**config.mk**
```make
export PLATFORM = sky130hd
export DESIGN_NAME = serial_add_ctrl
export DESIGN_NICKNAME = d
export VERILOG_FILES = /design/src/rtl/serial_add_ctrl_pkg.sv /design/src/rtl/serial_add_ctrl_fa.sv /design/src/rtl/serial_add_ctrl.sv
export SDC_FILE = /design/constraint.sdc
export NUM_CORES = 1
export LEC_CHECK = 0
export ABC_AREA = 1
export BUFFER_PORTS_ARGS = -buffer_cell sky130_fd_sc_hd__clkbuf_2
export CAP_MARGIN = 10
export CORE_ASPECT_RATIO = 0.6
export CORE_MARGIN = 3
export CORE_UTILIZATION = 45
export DETAILED_ROUTE_END_ITERATION = 16
export PLACE_DENSITY = 0.73
export SETUP_SLACK_MARGIN = 0.02
export SYNTH_ARGS = -nofsm -noshare
export SYNTH_HDL_FRONTEND = slang
export SYNTH_SLANG_ARGS = --single-unit
```
**constraint.sdc**
```tcl
create_clock -name clk -period 1.3 [get_ports clk]
set_clock_uncertainty 0.2 [all_clocks]
set_input_delay 0.065 -clock clk [delete_from_list [all_inputs] [get_ports clk]]
set_output_delay 0.065 -clock clk [all_outputs]
set_load 0.01 [all_outputs]
```
**src/rtl/serial_add_ctrl_pkg.sv**
```systemverilog
// Shared definitions for the bit-serial adder controller: FSM state encoding
// and the full-adder equation used by the single shared adder cell.
package serial_add_ctrl_pkg;

  typedef enum logic [1:0] {
    ST_IDLE = 2'd0,
    ST_RUN  = 2'd1,
    ST_DONE = 2'd2
  } state_e;

  // Returns {carry_out, sum_bit} of one full-adder cell.
  function automatic logic [1:0] fa_eval(input logic a, input logic b, input logic c);
    logic s;
    logic co;
    s  = a ^ b ^ c;
    co = (a & b) | (c & (a ^ b));
    return {co, s};
  endfunction

endpackage

```
**src/rtl/serial_add_ctrl_fa.sv**
```systemverilog
// Single full-adder cell shared across all bit positions of the serial adder.
module serial_add_ctrl_fa
  import serial_add_ctrl_pkg::*;
(
  input  logic a,
  input  logic b,
  input  logic cin,
  output logic s,
  output logic cout
);

  assign {cout, s} = fa_eval(a, b, cin);

endmodule

```
**src/rtl/serial_add_ctrl.sv**
```systemverilog
// Bit-serial adder controller: feeds one full-adder cell LSB first, one bit per
// clock, and presents a registered {cout,sum} with a start/busy/done handshake.
module serial_add_ctrl
  import serial_add_ctrl_pkg::*;
#(
  parameter int WIDTH = 8
) (
  input  logic             clk,
  input  logic             rst_n,
  input  logic             start,
  input  logic [WIDTH-1:0] a,
  input  logic [WIDTH-1:0] b,
  input  logic             cin,
  output logic             busy,
  output logic             done,
  output logic [WIDTH-1:0] sum,
  output logic             cout
);

  // One extra bit keeps WIDTH-1 representable even when WIDTH is 1.
  localparam int CW = $clog2(WIDTH) + 1;
  localparam logic [CW-1:0] LAST_CNT = CW'(WIDTH - 1);

  state_e           state_r;
  state_e           state_nx_s;
  logic [WIDTH-1:0] a_sh_r;
  logic [WIDTH-1:0] b_sh_r;
  logic [WIDTH-1:0] acc_r;
  logic [WIDTH-1:0] acc_nx_s;
  logic [WIDTH-1:0] sum_r;
  logic [CW-1:0]    cnt_r;
  logic             carry_r;
  logic             cout_r;
  logic             busy_r;
  logic             done_r;
  logic             accept_s;
  logic             last_s;
  logic             fa_s_s;
  logic             fa_c_s;

  serial_add_ctrl_fa u_fa (
    .a    (a_sh_r[0]),
    .b    (b_sh_r[0]),
    .cin  (carry_r),
    .s    (fa_s_s),
    .cout (fa_c_s)
  );

  // Next-state decode; start is only accepted from IDLE or DONE.
  always_comb begin
    state_nx_s = state_r;
    accept_s   = 1'b0;
    last_s     = (cnt_r == LAST_CNT);
    case (state_r)
      ST_IDLE: begin
        if (start) begin
          accept_s   = 1'b1;
          state_nx_s = ST_RUN;
        end else begin
          state_nx_s = ST_IDLE;
        end
      end
      ST_RUN: begin
        if (last_s) begin
          state_nx_s = ST_DONE;
        end else begin
          state_nx_s = ST_RUN;
        end
      end
      ST_DONE: begin
        if (start) begin
          accept_s   = 1'b1;
          state_nx_s = ST_RUN;
        end else begin
          state_nx_s = ST_IDLE;
        end
      end
      default: begin
        state_nx_s = ST_IDLE;
      end
    endcase
  end

  // Accumulator after this cycle's sum bit enters at the MSB.
  always_comb begin
    acc_nx_s            = acc_r >> 1;
    acc_nx_s[WIDTH-1]   = fa_s_s;
  end

  // State register.
  always_ff @(posedge clk or negedge rst_n) begin
    if (!rst_n) begin
      state_r <= ST_IDLE;
    end else begin
      state_r <= state_nx_s;
    end
  end

  // Operand shifters, carry flop, bit counter and held result.
  always_ff @(posedge clk or negedge rst_n) begin
    if (!rst_n) begin
      a_sh_r  <= {WIDTH{1'b0}};
      b_sh_r  <= {WIDTH{1'b0}};
      acc_r   <= {WIDTH{1'b0}};
      sum_r   <= {WIDTH{1'b0}};
      cnt_r   <= {CW{1'b0}};
      carry_r <= 1'b0;
      cout_r  <= 1'b0;
      busy_r  <= 1'b0;
      done_r  <= 1'b0;
    end else begin
      // Flags follow the next state so they line up with state_r after the edge.
      busy_r <= (state_nx_s == ST_RUN);
      done_r <= (state_nx_s == ST_DONE);
      if (accept_s) begin
        a_sh_r  <= a;
        b_sh_r  <= b;
        carry_r <= cin;
        cnt_r   <= {CW{1'b0}};
      end else if (state_r == ST_RUN) begin
        a_sh_r  <= a_sh_r >> 1;
        b_sh_r  <= b_sh_r >> 1;
        acc_r   <= acc_nx_s;
        carry_r <= fa_c_s;
        cnt_r   <= cnt_r + CW'(1);
        if (last_s) begin
          sum_r  <= acc_nx_s;
          cout_r <= fa_c_s;
        end
      end
    end
  end

  assign busy = busy_r;
  assign done = done_r;
  assign sum  = sum_r;
  assign cout = cout_r;

endmodule

```
==> run metrics, run 1 <==
run status finished with violations; violations in the final reports negative setup slack; overall global routing resource usage 0.1541; CTS H-Tree Depth 2; power density cells 2430 nW/um^2; total CTS buffers 5; CTS tree yes; fraction of power consumed by the clock network 0.113; maximum fanout encountered on the critical timing path 6; final HPWL from detailed placement 2.548 mm; most common library cell in the layout ignoring fill and taps sky130_fd_sc_hd__nand2_1; launching element type of the critical path flop; time the final worst path needs with I/O delays and setup 1443 ps; IO Port Bufs 30; layout cells sized above 1 0.5153; max-cap violation count 0; Vert. Die Dim 56.69 um; CP required 1270 ps; maximum number of pins on one net before global-route repair 42; static leakage power 1.539 nW; antenna-violating nets left 0; Crit. End Element flop; Hold Vio Cnt, Final 0; count of unique library cells instantiated by Yosys 19; Period Utilization, post-route 1.110; count of vias placed by the detailed router 1679; worst slack at placement -81.69 ps; combinational group share of total power 0.573; critical path type reg -> reg; net total in the final layout 317; routed len/inst 14.26 um; peak supply drop 1142 uV; type of the tightest min-delay check in -> reg; Syn Area/Cell 8.839 um^2; GR Overflow Total 0; number of filler instances in the final layout 246; DRC violations left 0; starting density of the core 0.4950; Overall Power 0.007302 W; commonest cells after routing, fill and taps aside 43 x sky130_fd_sc_hd__nand2_1, 40 x sky130_fd_sc_hd__dfrtp_1, 30 x sky130_fd_sc_hd__clkbuf_2; setup TNS -2512 ps; reported net switching power 0.003082 W; clock latency on the worst-skew pair 280 ps; Antenna Diode Count 0; Placeable Area 3892 um^2; post-synthesis sequential area ratio 0.5325; number of setup violations in the final report 33; unrepaired setup endpoints after global routing yes; antenna violations before repair 0; site row count 17; first-pass GRT wire length 6.285 mm; Switching Share 0.4221; final worst slack -143.3 ps; cell area after synthesis 1927 um^2; via count normalized by instance count 4.770; final core utilization 0.7721; Slew @ Worst Pin 228.0 ps; maximum clock insertion buffer count 2; top-level port count 31; arrival time at the worst endpoint 1410 ps; clk root buf sky130_fd_sc_hd__clkbuf_8; first-pass iteration count of the detailed router 4; die area 5129 um^2; number of storage elements in the synthesis netlist 41; count of pins over their slew limit 0; wire length after detailed routing 5.021 mm; DRT iter0 DRCs 86; timing-limited maximum frequency 0.6928 GHz; Layout area overhead 55.97%; Die W 90.48 um; total nets after synthesis 240; Worst-path clk slew 70 ps; register share of total power 0.314; Warnings, synthesis 0; number of global-route vias before repair 1475; cell-internal power 0.004220 W; Cells after Synth 218; placer's final routability congestion estimate 0.7794; worst slew margin relative to its limit 0.8480; Clock Sinks 41
[critical path, cell delays in order (launching register included)]
cell                       delay [ps]
sky130_fd_sc_hd__dfrtp_2          500
sky130_fd_sc_hd__nand2_8          120
sky130_fd_sc_hd__buf_12           160
sky130_fd_sc_hd__nand2_8          110
sky130_fd_sc_hd__clkinv_8          80
sky130_fd_sc_hd__nand2_1           80
sky130_fd_sc_hd__o21ai_1           70
[final cells by class]
class / instances / area (um^2) / area share
clock buffer: 7 / 86.33 / 0.02873
inverter: 30 / 135.1 / 0.04496
multi-input combinational: 140 / 958.4 / 0.3189
sequential: 41 / 1027 / 0.3418
tap: 57 / 71.32 / 0.02373
timing repair buffer: 76 / 718.2 / 0.2390
timing repair inverter: 1 / 8.758 / 0.002914
[timing repair]
item,CTS,global route
setup buffers,3,5
gates cloned,1,6
resized for setup,21,80
endpoints found under the setup margin,37,37
hold endpoints to repair,58,0
pin swaps,9,25
hold buffers,18,0
[logic make-up (layout without fill, tap and decap cells)]
family          after synthesis  count (layout)  synth area share
flops                        41              41            0.5325
buf+inv                      39             114            0.1104
fa+ha+maj                     2               2           0.01688
compound gates               29              29            0.1065
simple gates                107             109            0.2338
[per-layer routing]
layer / GRT usage / share of wire
met4: 0.05229 / 0.011
met1: 0.2058 / 0.47
met2: 0.2360 / 0.49
met5: 0 / 0
met3: 0.05087 / 0.036
[sequential cells by signal (all words and copies together) (netlist names), 2 cells and up]
name     flops
b_sh_r       8
state_r      2
acc_r        7
a_sh_r       8
sum          8
cnt_r        4
[synth_stat cells]
library cell	n	share of area
sky130_fd_sc_hd__inv_4	1	0.0032
sky130_fd_sc_hd__nand2_4	3	0.018
sky130_fd_sc_hd__o21ai_0	10	0.026
sky130_fd_sc_hd__ha_1	1	0.0065
sky130_fd_sc_hd__buf_6	6	0.035
sky130_fd_sc_hd__o21ai_2	16	0.073
sky130_fd_sc_hd__inv_2	3	0.0058
sky130_fd_sc_hd__dfrtp_1	41	0.53
sky130_fd_sc_hd__a21oi_1	1	0.0026
sky130_fd_sc_hd__buf_4	2	0.0078
sky130_fd_sc_hd__nand2_1	73	0.14
sky130_fd_sc_hd__nor2_1	15	0.029
sky130_fd_sc_hd__o21ai_1	2	0.0052
sky130_fd_sc_hd__inv_1	26	0.051
sky130_fd_sc_hd__nand2_2	3	0.0097
sky130_fd_sc_hd__buf_8	1	0.0078
sky130_fd_sc_hd__nor2_2	2	0.0065
sky130_fd_sc_hd__fa_1	1	0.010
sky130_fd_sc_hd__nand3_1	11	0.029
[power by group through the flow]
stage / Combinational (W) / Sequential [W] / Clock, W
5_1_grt: 0.00455 / 0.00235 / 0.000903
6_report: 0.00418 / 0.00229 / 0.000825
2_1_floorplan: 0.00187 / 0.00218 / 0
3_5_place_dp: 0.00262 / 0.00218 / 0
4_1_cts: 0.00293 / 0.00217 / 0.000830
3_3_place_gp: 0.00254 / 0.00216 / 0
[path summary, 6_finish.rpt]
kind                                  from          to  slack, ps  cells after the start
min in group asynchronous            rst_n   b_sh_r[5]         80                      3
worst max-delay path            state_r[0]    cnt_r[2]       -140                      6
max in group asynchronous            rst_n  state_r[0]        620                      3
worst min-delay path                 start  state_r[0]         70                      4
worst min register to register    acc_r[6]    acc_r[6]        290                      2
worst max register to register  state_r[0]    cnt_r[2]       -140                      6
[stage by stage]
step | area [um^2] | cells | hold WS [ps]
6_report | 3005 | 352 | 66.08
5_1_grt | 3005 | 352 | 79.45
4_1_cts | 2576 | 341 | 31.50
3_5_place_dp | 2221 | 312 | -144.0
3_3_place_gp | 2221 | 312 | -141.8
2_1_floorplan | 1927 | 218 | -430.6
Power figures use the tool's default switching activity.
==> run 2: changes to the inputs <==
--- a/config.mk
+++ b/config.mk
@@ -11,9 +11,11 @@
 export CORE_ASPECT_RATIO = 0.6
 export CORE_MARGIN = 3
 export CORE_UTILIZATION = 45
+export CTS_CLUSTER_DIAMETER = 120
 export DETAILED_ROUTE_END_ITERATION = 16
-export PLACE_DENSITY = 0.73
+export PLACE_DENSITY = 0.74
 export SETUP_SLACK_MARGIN = 0.02
 export SYNTH_ARGS = -nofsm -noshare
 export SYNTH_HDL_FRONTEND = slang
+export SYNTH_HIERARCHICAL = 1
 export SYNTH_SLANG_ARGS = --single-unit
==> run metrics, run 2 <==
count of vias placed by the detailed router 1668 (-0.66%); IO Port Bufs 30 (unchanged); GR Overflow Total 0 (unchanged); total nets after synthesis 247 (+2.9%); top-level port count 31 (unchanged); cell types occupying the most area after synthesis sky130_fd_sc_hd__dfrtp_1 56%, sky130_fd_sc_hd__nand2_1 20%, sky130_fd_sc_hd__inv_1 6.3%; total CTS buffers 5 (unchanged); run status finished with violations; clk root buf sky130_fd_sc_hd__clkbuf_8; worst slack at placement -67.13 ps (+14.57 ps); DRT iter0 DRCs 106 (+23%); starting density of the core 0.4848 (-0.01022); Die W 88.45 um (-2.2%); Worst path slowest cell sky130_fd_sc_hd__fa_1; worst slew margin relative to its limit 0.8600 (+0.01197); Vert. Die Dim 55.47 um (-2.1%); routed len/inst 13.64 um (-4.4%); type of the tightest min-delay check in -> async; share of flip-flops with an asynchronous set or reset 1.000 (unchanged); flip-flop and latch area 1027 um^2 (unchanged); max-cap violation count 0 (unchanged); antenna violations before repair 0 (unchanged); timing-limited maximum frequency 0.7160 GHz (+3.3%); peak supply drop 971.4 uV (-15%); DRC violations left 0 (unchanged); maximum fanout encountered on the critical timing path 2 (-4); maximum clock insertion buffer count 2 (unchanged); launching element type of the critical path flop; Antenna Diode Count 0 (unchanged); CTS tree yes; most common library cell in the layout ignoring fill and taps sky130_fd_sc_hd__nand2_1; first-pass iteration count of the detailed router 4 (unchanged); Placeable Area 3786 um^2 (-2.7%); setup TNS -1528 ps (+983.7 ps); most used standard cell by instance count after synthesis sky130_fd_sc_hd__nand2_1; power density cells 2383 nW/um^2 (-1.9%); layout cells sized above 1 0.3960 (-0.1193); wire length after detailed routing 4.705 mm (-6.3%); via count normalized by instance count 4.835 (+1.4%); number of storage elements in the synthesis netlist 41 (unchanged); final worst slack -96.63 ps (+46.68 ps); cell area after synthesis 1836 um^2 (-4.7%); clock latency on the worst-skew pair 290 ps (about the same); static leakage power 1.498 nW (-2.6%); count of pins over their slew limit 0 (unchanged); Cells after Synth 225 (+3.2%); overall global routing resource usage 0.1775 (+0.02334); synth cell count leaders 100 x sky130_fd_sc_hd__nand2_1, 41 x sky130_fd_sc_hd__dfrtp_1, 31 x sky130_fd_sc_hd__inv_1; arrival time at the worst endpoint 1420 ps (about the same); first-pass GRT wire length 6.844 mm (+8.9%); Main synth FF type sky130_fd_sc_hd__dfrtp_1; Layout area overhead 52.83%; antenna-violating nets left 0 (unchanged); maximum number of pins on one net before global-route repair 42 (unchanged); top cell type by total area after synthesis sky130_fd_sc_hd__dfrtp_1; time the final worst path needs with I/O delays and setup 1397 ps (-46.68 ps); Slew @ Worst Pin 207.8 ps (-20.16 ps); maximum single-stage delay on the critical path 560 ps (+60 ps); cells along the critical path fa_1 -> inv_2 -> o21ai_2; critical path type reg -> reg; count of unique library cells instantiated by Yosys 19 (unchanged); post-synthesis sequential area ratio 0.5590 (+0.02650); site row count 17 (unchanged); Period Utilization, post-route 1.074 (-0.03591); Syn Area/Cell 8.158 um^2 (-7.7%); Worst-path clk slew 90 ps (+20 ps); final-layout worst hold slack 72.87 ps (+6.782 ps); number of global-route vias before repair 1549 (+5.0%); Multi-input gate area 837.1 um^2 (-13%); CTS H-Tree Depth 2 (unchanged); CP required 1330 ps (+60 ps); fraction of synthesized cell area taken by the top area cell type 0.5590 (+0.02650); placer's final routability congestion estimate 0.7808 (+0.18%); count of flip-flops with a built-in enable after synthesis 0 (unchanged); Crit. End Element flop; unrepaired setup endpoints after global routing yes; net total in the final layout 319 (+0.63%); number of filler instances in the final layout 254 (+3.3%); Hold Vio Cnt, Final 0 (unchanged); number of setup violations in the final report 30 (-9.1%); violations in the final reports negative setup slack; final HPWL from detailed placement 2.485 mm (-2.5%); die area 4906 um^2 (-4.3%); Warnings, synthesis 6 (+6); commonest cells after routing, fill and taps aside 74 x sky130_fd_sc_hd__nand2_1, 40 x sky130_fd_sc_hd__dfrtp_1, 30 x sky130_fd_sc_hd__clkbuf_2; Clock Sinks 41 (unchanged)
run 2: through the flow:
stage | std cells | util | cell area (um^2) | total power [W]
2_1_floorplan | 225 | - | 1844 | 0.003558
3_3_place_gp | 307 | 0.5605 | 2122 | 0.004247
3_5_place_dp | 307 | 0.5605 | 2122 | 0.004329
4_1_cts | 338 | 0.6669 | 2525 | 0.005784
5_1_grt | 345 | 0.7409 | 2805 | 0.007142
6_report | 345 | 0.7409 | 2805 | 0.006684
run 2: where the power goes:
group | switching [W] | total [W] | internal, W
Sequential | 0.000402 | 0.00223 | 0.00183
Combinational | 0.00180 | 0.00323 | 0.00142
Clock | 0.000459 | 0.00122 | 0.000763
run 2: cell families (layout without fill, tap and decap cells):
logic type	count (synthesis)	after routing	synth area share
and+or+nand+nor	123	123	0.2740
buffers and inverters	40	113	0.09747
adders and majority gates	2	2	0.01772
AOI/OAI and AO/OA	19	19	0.05180
DFF	41	41	0.5590
run 2: final cells by class:
type / count / area share
Multi-Input combinational cell: 144 / 0.2984
Inverter: 33 / 0.05040
Sequential cell: 41 / 0.3662
Clock buffer: 5 / 0.02453
Timing Repair Buffer: 70 / 0.2092
Clock inverter: 3 / 0.02319
Tap cell: 47 / 0.02096
Timing Repair inverter: 2 / 0.007136
run 2: repair_timing:
action | CTS | global route
gates cloned | 2 | 2
buffers inserted | 3 | 5
setup endpoints to repair | 32 | 40
pin swaps | 11 | 19
hold endpoints to repair | 58 | 0
resized for setup | 15 | 66
hold buffers | 18 | 0
run 2: path summary, 6_finish.rpt:
| kind | start | end | slack (ps) | cells past startpoint |
|---|---|---|---|---|
| worst max-delay path | carry_r | acc_r[7] | -100 | 3 |
| worst min-delay path | rst_n | cout | 70 | 3 |
| worst max register to register | carry_r | acc_r[7] | -100 | 3 |
| worst min register to register | b_sh_r[3] | b_sh_r[3] | 290 | 2 |
| max in group asynchronous | rst_n | state_r[0] | 600 | 3 |
| min in group clk | start | state_r[0] | 140 | 5 |
run 2: worst max-delay path: cells and delay by family, from the launching register on:
family | cells | cell delay, ps
adder cells (fa/ha/maj) | 1 | 560
AO/OA/AOI/OAI | 1 | 110
flip-flops | 1 | 410
buffers and inverters | 1 | 60
run 2: routing by layer:
layer  part of all wire  global-route usage
met1               0.45              0.2538
met2               0.48              0.2673
met3              0.063             0.04620
met4              0.011             0.04741
met5                  0                   0
==> run 3: changes to the inputs <==
--- a/config.mk
+++ b/config.mk
@@ -13,7 +13,7 @@
 export CORE_UTILIZATION = 45
 export CTS_CLUSTER_DIAMETER = 120
 export DETAILED_ROUTE_END_ITERATION = 16
-export PLACE_DENSITY = 0.74
+export PLACE_DENSITY = 0.71
 export SETUP_SLACK_MARGIN = 0.02
 export SYNTH_ARGS = -nofsm -noshare
 export SYNTH_HDL_FRONTEND = slang
==> constraint.sdc (replaced) <==
create_clock -name clk -period 1.47 [get_ports clk]
set_clock_uncertainty 0.2 [all_clocks]
set_input_delay 0.0735 -clock clk [delete_from_list [all_inputs] [get_ports clk]]
set_output_delay 0.0735 -clock clk [all_outputs]
set_load 0.01 [all_outputs]
==> run metrics, run 3 (synthesized netlist as in run 2, its figures left out) <==
run status finished, final reports clean; count of vias placed by the detailed router 1487 (-11%); GR Overflow Total 0 (unchanged); peak supply drop 789.8 uV (-19%); final cell count without fillers 331 (-4.1%); wire length after detailed routing 3.718 mm (-21%); Slew @ Worst Pin 502.0 ps (+294.1 ps); Crit. End Element flop; critical path type reg -> reg; Die W 88.45 um (unchanged); Overall Power 0.004948 W (-26%); first-pass GRT wire length 6.134 mm (-10%); time the final worst path needs with I/O delays and setup 1418 ps (+21.27 ps); Period Utilization, post-route 0.9646 (-0.1098); antenna violations before repair 0 (unchanged); die area 4906 um^2 (unchanged); DRT iter0 DRCs 48 (-55%); Vert. Die Dim 55.47 um (unchanged); final HPWL from detailed placement 2.426 mm (-2.4%); source of the critical timing path cnt_r[1]; starting density of the core 0.4848 (unchanged); CP required 1460 ps (+130 ps); Hold Vio Cnt, Final 0 (unchanged); unrepaired setup endpoints after global routing yes; total CTS buffers 5 (unchanged); Critical Path Sink sum[3]; Clock Sinks 41 (unchanged); CTS tree yes; launching element type of the critical path flop; end of the worst register-to-register path sum[3]; register-to-register path setup slack 50 ps (+150 ps); Layout area overhead 35.45%; net total in the final layout 305 (-4.4%); layout cells sized above 1 0.2077 (-0.1882); maximum clock insertion buffer count 2 (unchanged); cell total after placement 303 (-1.3%); first-pass iteration count of the detailed router 4 (unchanged); antenna-violating nets left 0 (unchanged); maximum fanout encountered on the critical timing path 5 (+3); placer's final routability congestion estimate 0.7438 (-4.7%); number of setup violations in the final report 0 (-100%); Antenna Diode Count 0 (unchanged); worst slew margin relative to its limit 0.6653 (-0.1946); CTS H-Tree Depth 2 (unchanged); IO Port Bufs 30 (unchanged); timing-limited maximum frequency 0.7053 GHz (-1.5%); Reg2Reg Depth 7 (+4); count of pins over their slew limit 0 (unchanged); clock latency on the worst-skew pair 300 ps (about the same); top-level port count 31 (unchanged); type of the tightest min-delay check in -> reg; power density cells 1990 nW/um^2 (-16%); DRC violations left 0 (unchanged); via count normalized by instance count 4.492 (-7.1%); number of global-route vias before repair 1381 (-11%); site row count 17 (unchanged); Worst-path clk slew 80 ps (about the same); max-cap violation count 0 (unchanged); arrival time at the worst endpoint 1400 ps (-20 ps); static leakage power 1.395 nW (-6.9%); launch instance of the worst register-to-register path cnt_r[1]; Placeable Area 3786 um^2 (unchanged); maximum number of pins on one net before global-route repair 42 (unchanged); commonest cells after routing, fill and taps aside 98 x sky130_fd_sc_hd__nand2_1, 41 x sky130_fd_sc_hd__dfrtp_1, 31 x sky130_fd_sc_hd__inv_1; clk root buf sky130_fd_sc_hd__clkbuf_8; Post-CTS Setup Repair Bufs 0 (-3); overall global routing resource usage 0.1642 (-0.01326); routed len/inst 11.23 um (-18%); most common library cell in the layout ignoring fill and taps sky130_fd_sc_hd__nand2_1
==> run 3: cell types whose count changed in the layout (fill, tap and decap cells not counted), moves of 3 or more <==
cell and change:
sky130_fd_sc_hd__inv_1 +4, sky130_fd_sc_hd__o21ai_0 +5, sky130_fd_sc_hd__buf_6 -9, sky130_fd_sc_hd__nand2_1 +24
sky130_fd_sc_hd__nand2_2 -19, sky130_fd_sc_hd__buf_4 -4, sky130_fd_sc_hd__o21ai_2 -6, sky130_fd_sc_hd__nand2_4 -3
sky130_fd_sc_hd__nand3_1 +8, sky130_fd_sc_hd__nand3_2 -8
==> run 3: how the worst min path moves through the flow <==
| stage | cells after the start | start | end | slack (ps) |
|---|---|---|---|---|
| finish | 5 | start | a_sh_r[6] | 20 |
| detailed placement | 2 | rst_n | busy | -30 |
| global route | 5 | start | a_sh_r[3] | 50 |
| floorplan | 0 | rst_n | a_sh_r[0] | -420 |
| global placement | 2 | rst_n | a_sh_r[5] | -40 |
| CTS | 5 | start | a_sh_r[6] | 10 |
==> run 3: timing repair <==
| action | 4_1_cts | 5_1_grt |
|---|---|---|
| gates cloned | 0 | 2 |
| endpoints found under the hold margin | 58 | 0 |
| resized for setup | 1 | 6 |
| hold buffers | 18 | 0 |
| setup endpoints to repair | 1 | 9 |
| pin swaps | 0 | 1 |
==> run 3: power breakdown <==
| group | switching [W] | internal [W] |
|---|---|---|
| Clock | 0.000384 | 0.000674 |
| Combinational | 0.00114 | 0.000847 |
| Sequential | 0.000289 | 0.00162 |
==> run 3: metrics by stage <==
stage / TNS [ps] / setup WS, ps / hold WS, ps / cell area, um^2 / utilization
after floorplan: 0 / 112.7 / -422.1 / 1836 / -
after CTS: 0 / 53.23 / 13.73 / 2416 / 0.6381
after global placement: 0 / 95.45 / -35.54 / 2102 / 0.5552
final: 0 / 52.09 / 24.67 / 2486 / 0.6566
after global routing: -0.7362 / -0.7362 / 49.36 / 2486 / 0.6566
after detailed placement: 0 / 34.30 / -33.30 / 2102 / 0.5552
==> run 3: routing by layer <==
metal | global-route usage | vias to the layer above | wire length [um] | share of wire
met5 | 0 | - | 0 | 0
met4 | 0.03879 | 0 | 35 | 0.0094
met3 | 0.06706 | 4 | 183 | 0.049
li1 | - | 791 | - | -
met1 | 0.2286 | 668 | 1889 | 0.51
met2 | 0.2396 | 24 | 1609 | 0.43
==> run 3: worst max-delay path, cell delays in order, from the launching register on <==
cell                        delay (ps)
sky130_fd_sc_hd__dfrtp_1           380
sky130_fd_sc_hd__ha_2              200
sky130_fd_sc_hd__nand2_2            70
sky130_fd_sc_hd__nor2_4            100
sky130_fd_sc_hd__nand2_4            90
sky130_fd_sc_hd__clkbuf_16         160
sky130_fd_sc_hd__nand2_1            40
sky130_fd_sc_hd__o21ai_0            70
==> run 3: layout make-up <==
class | count | area (um^2)
timing repair buffer | 58 | 490.5
tap | 47 | 58.81
clock inverter | 3 | 65.06
fill | 313 | 1300
sequential | 41 | 1026
inverter | 33 | 126.4
multi-input combinational | 144 | 650.6
clock buffer | 5 | 68.82
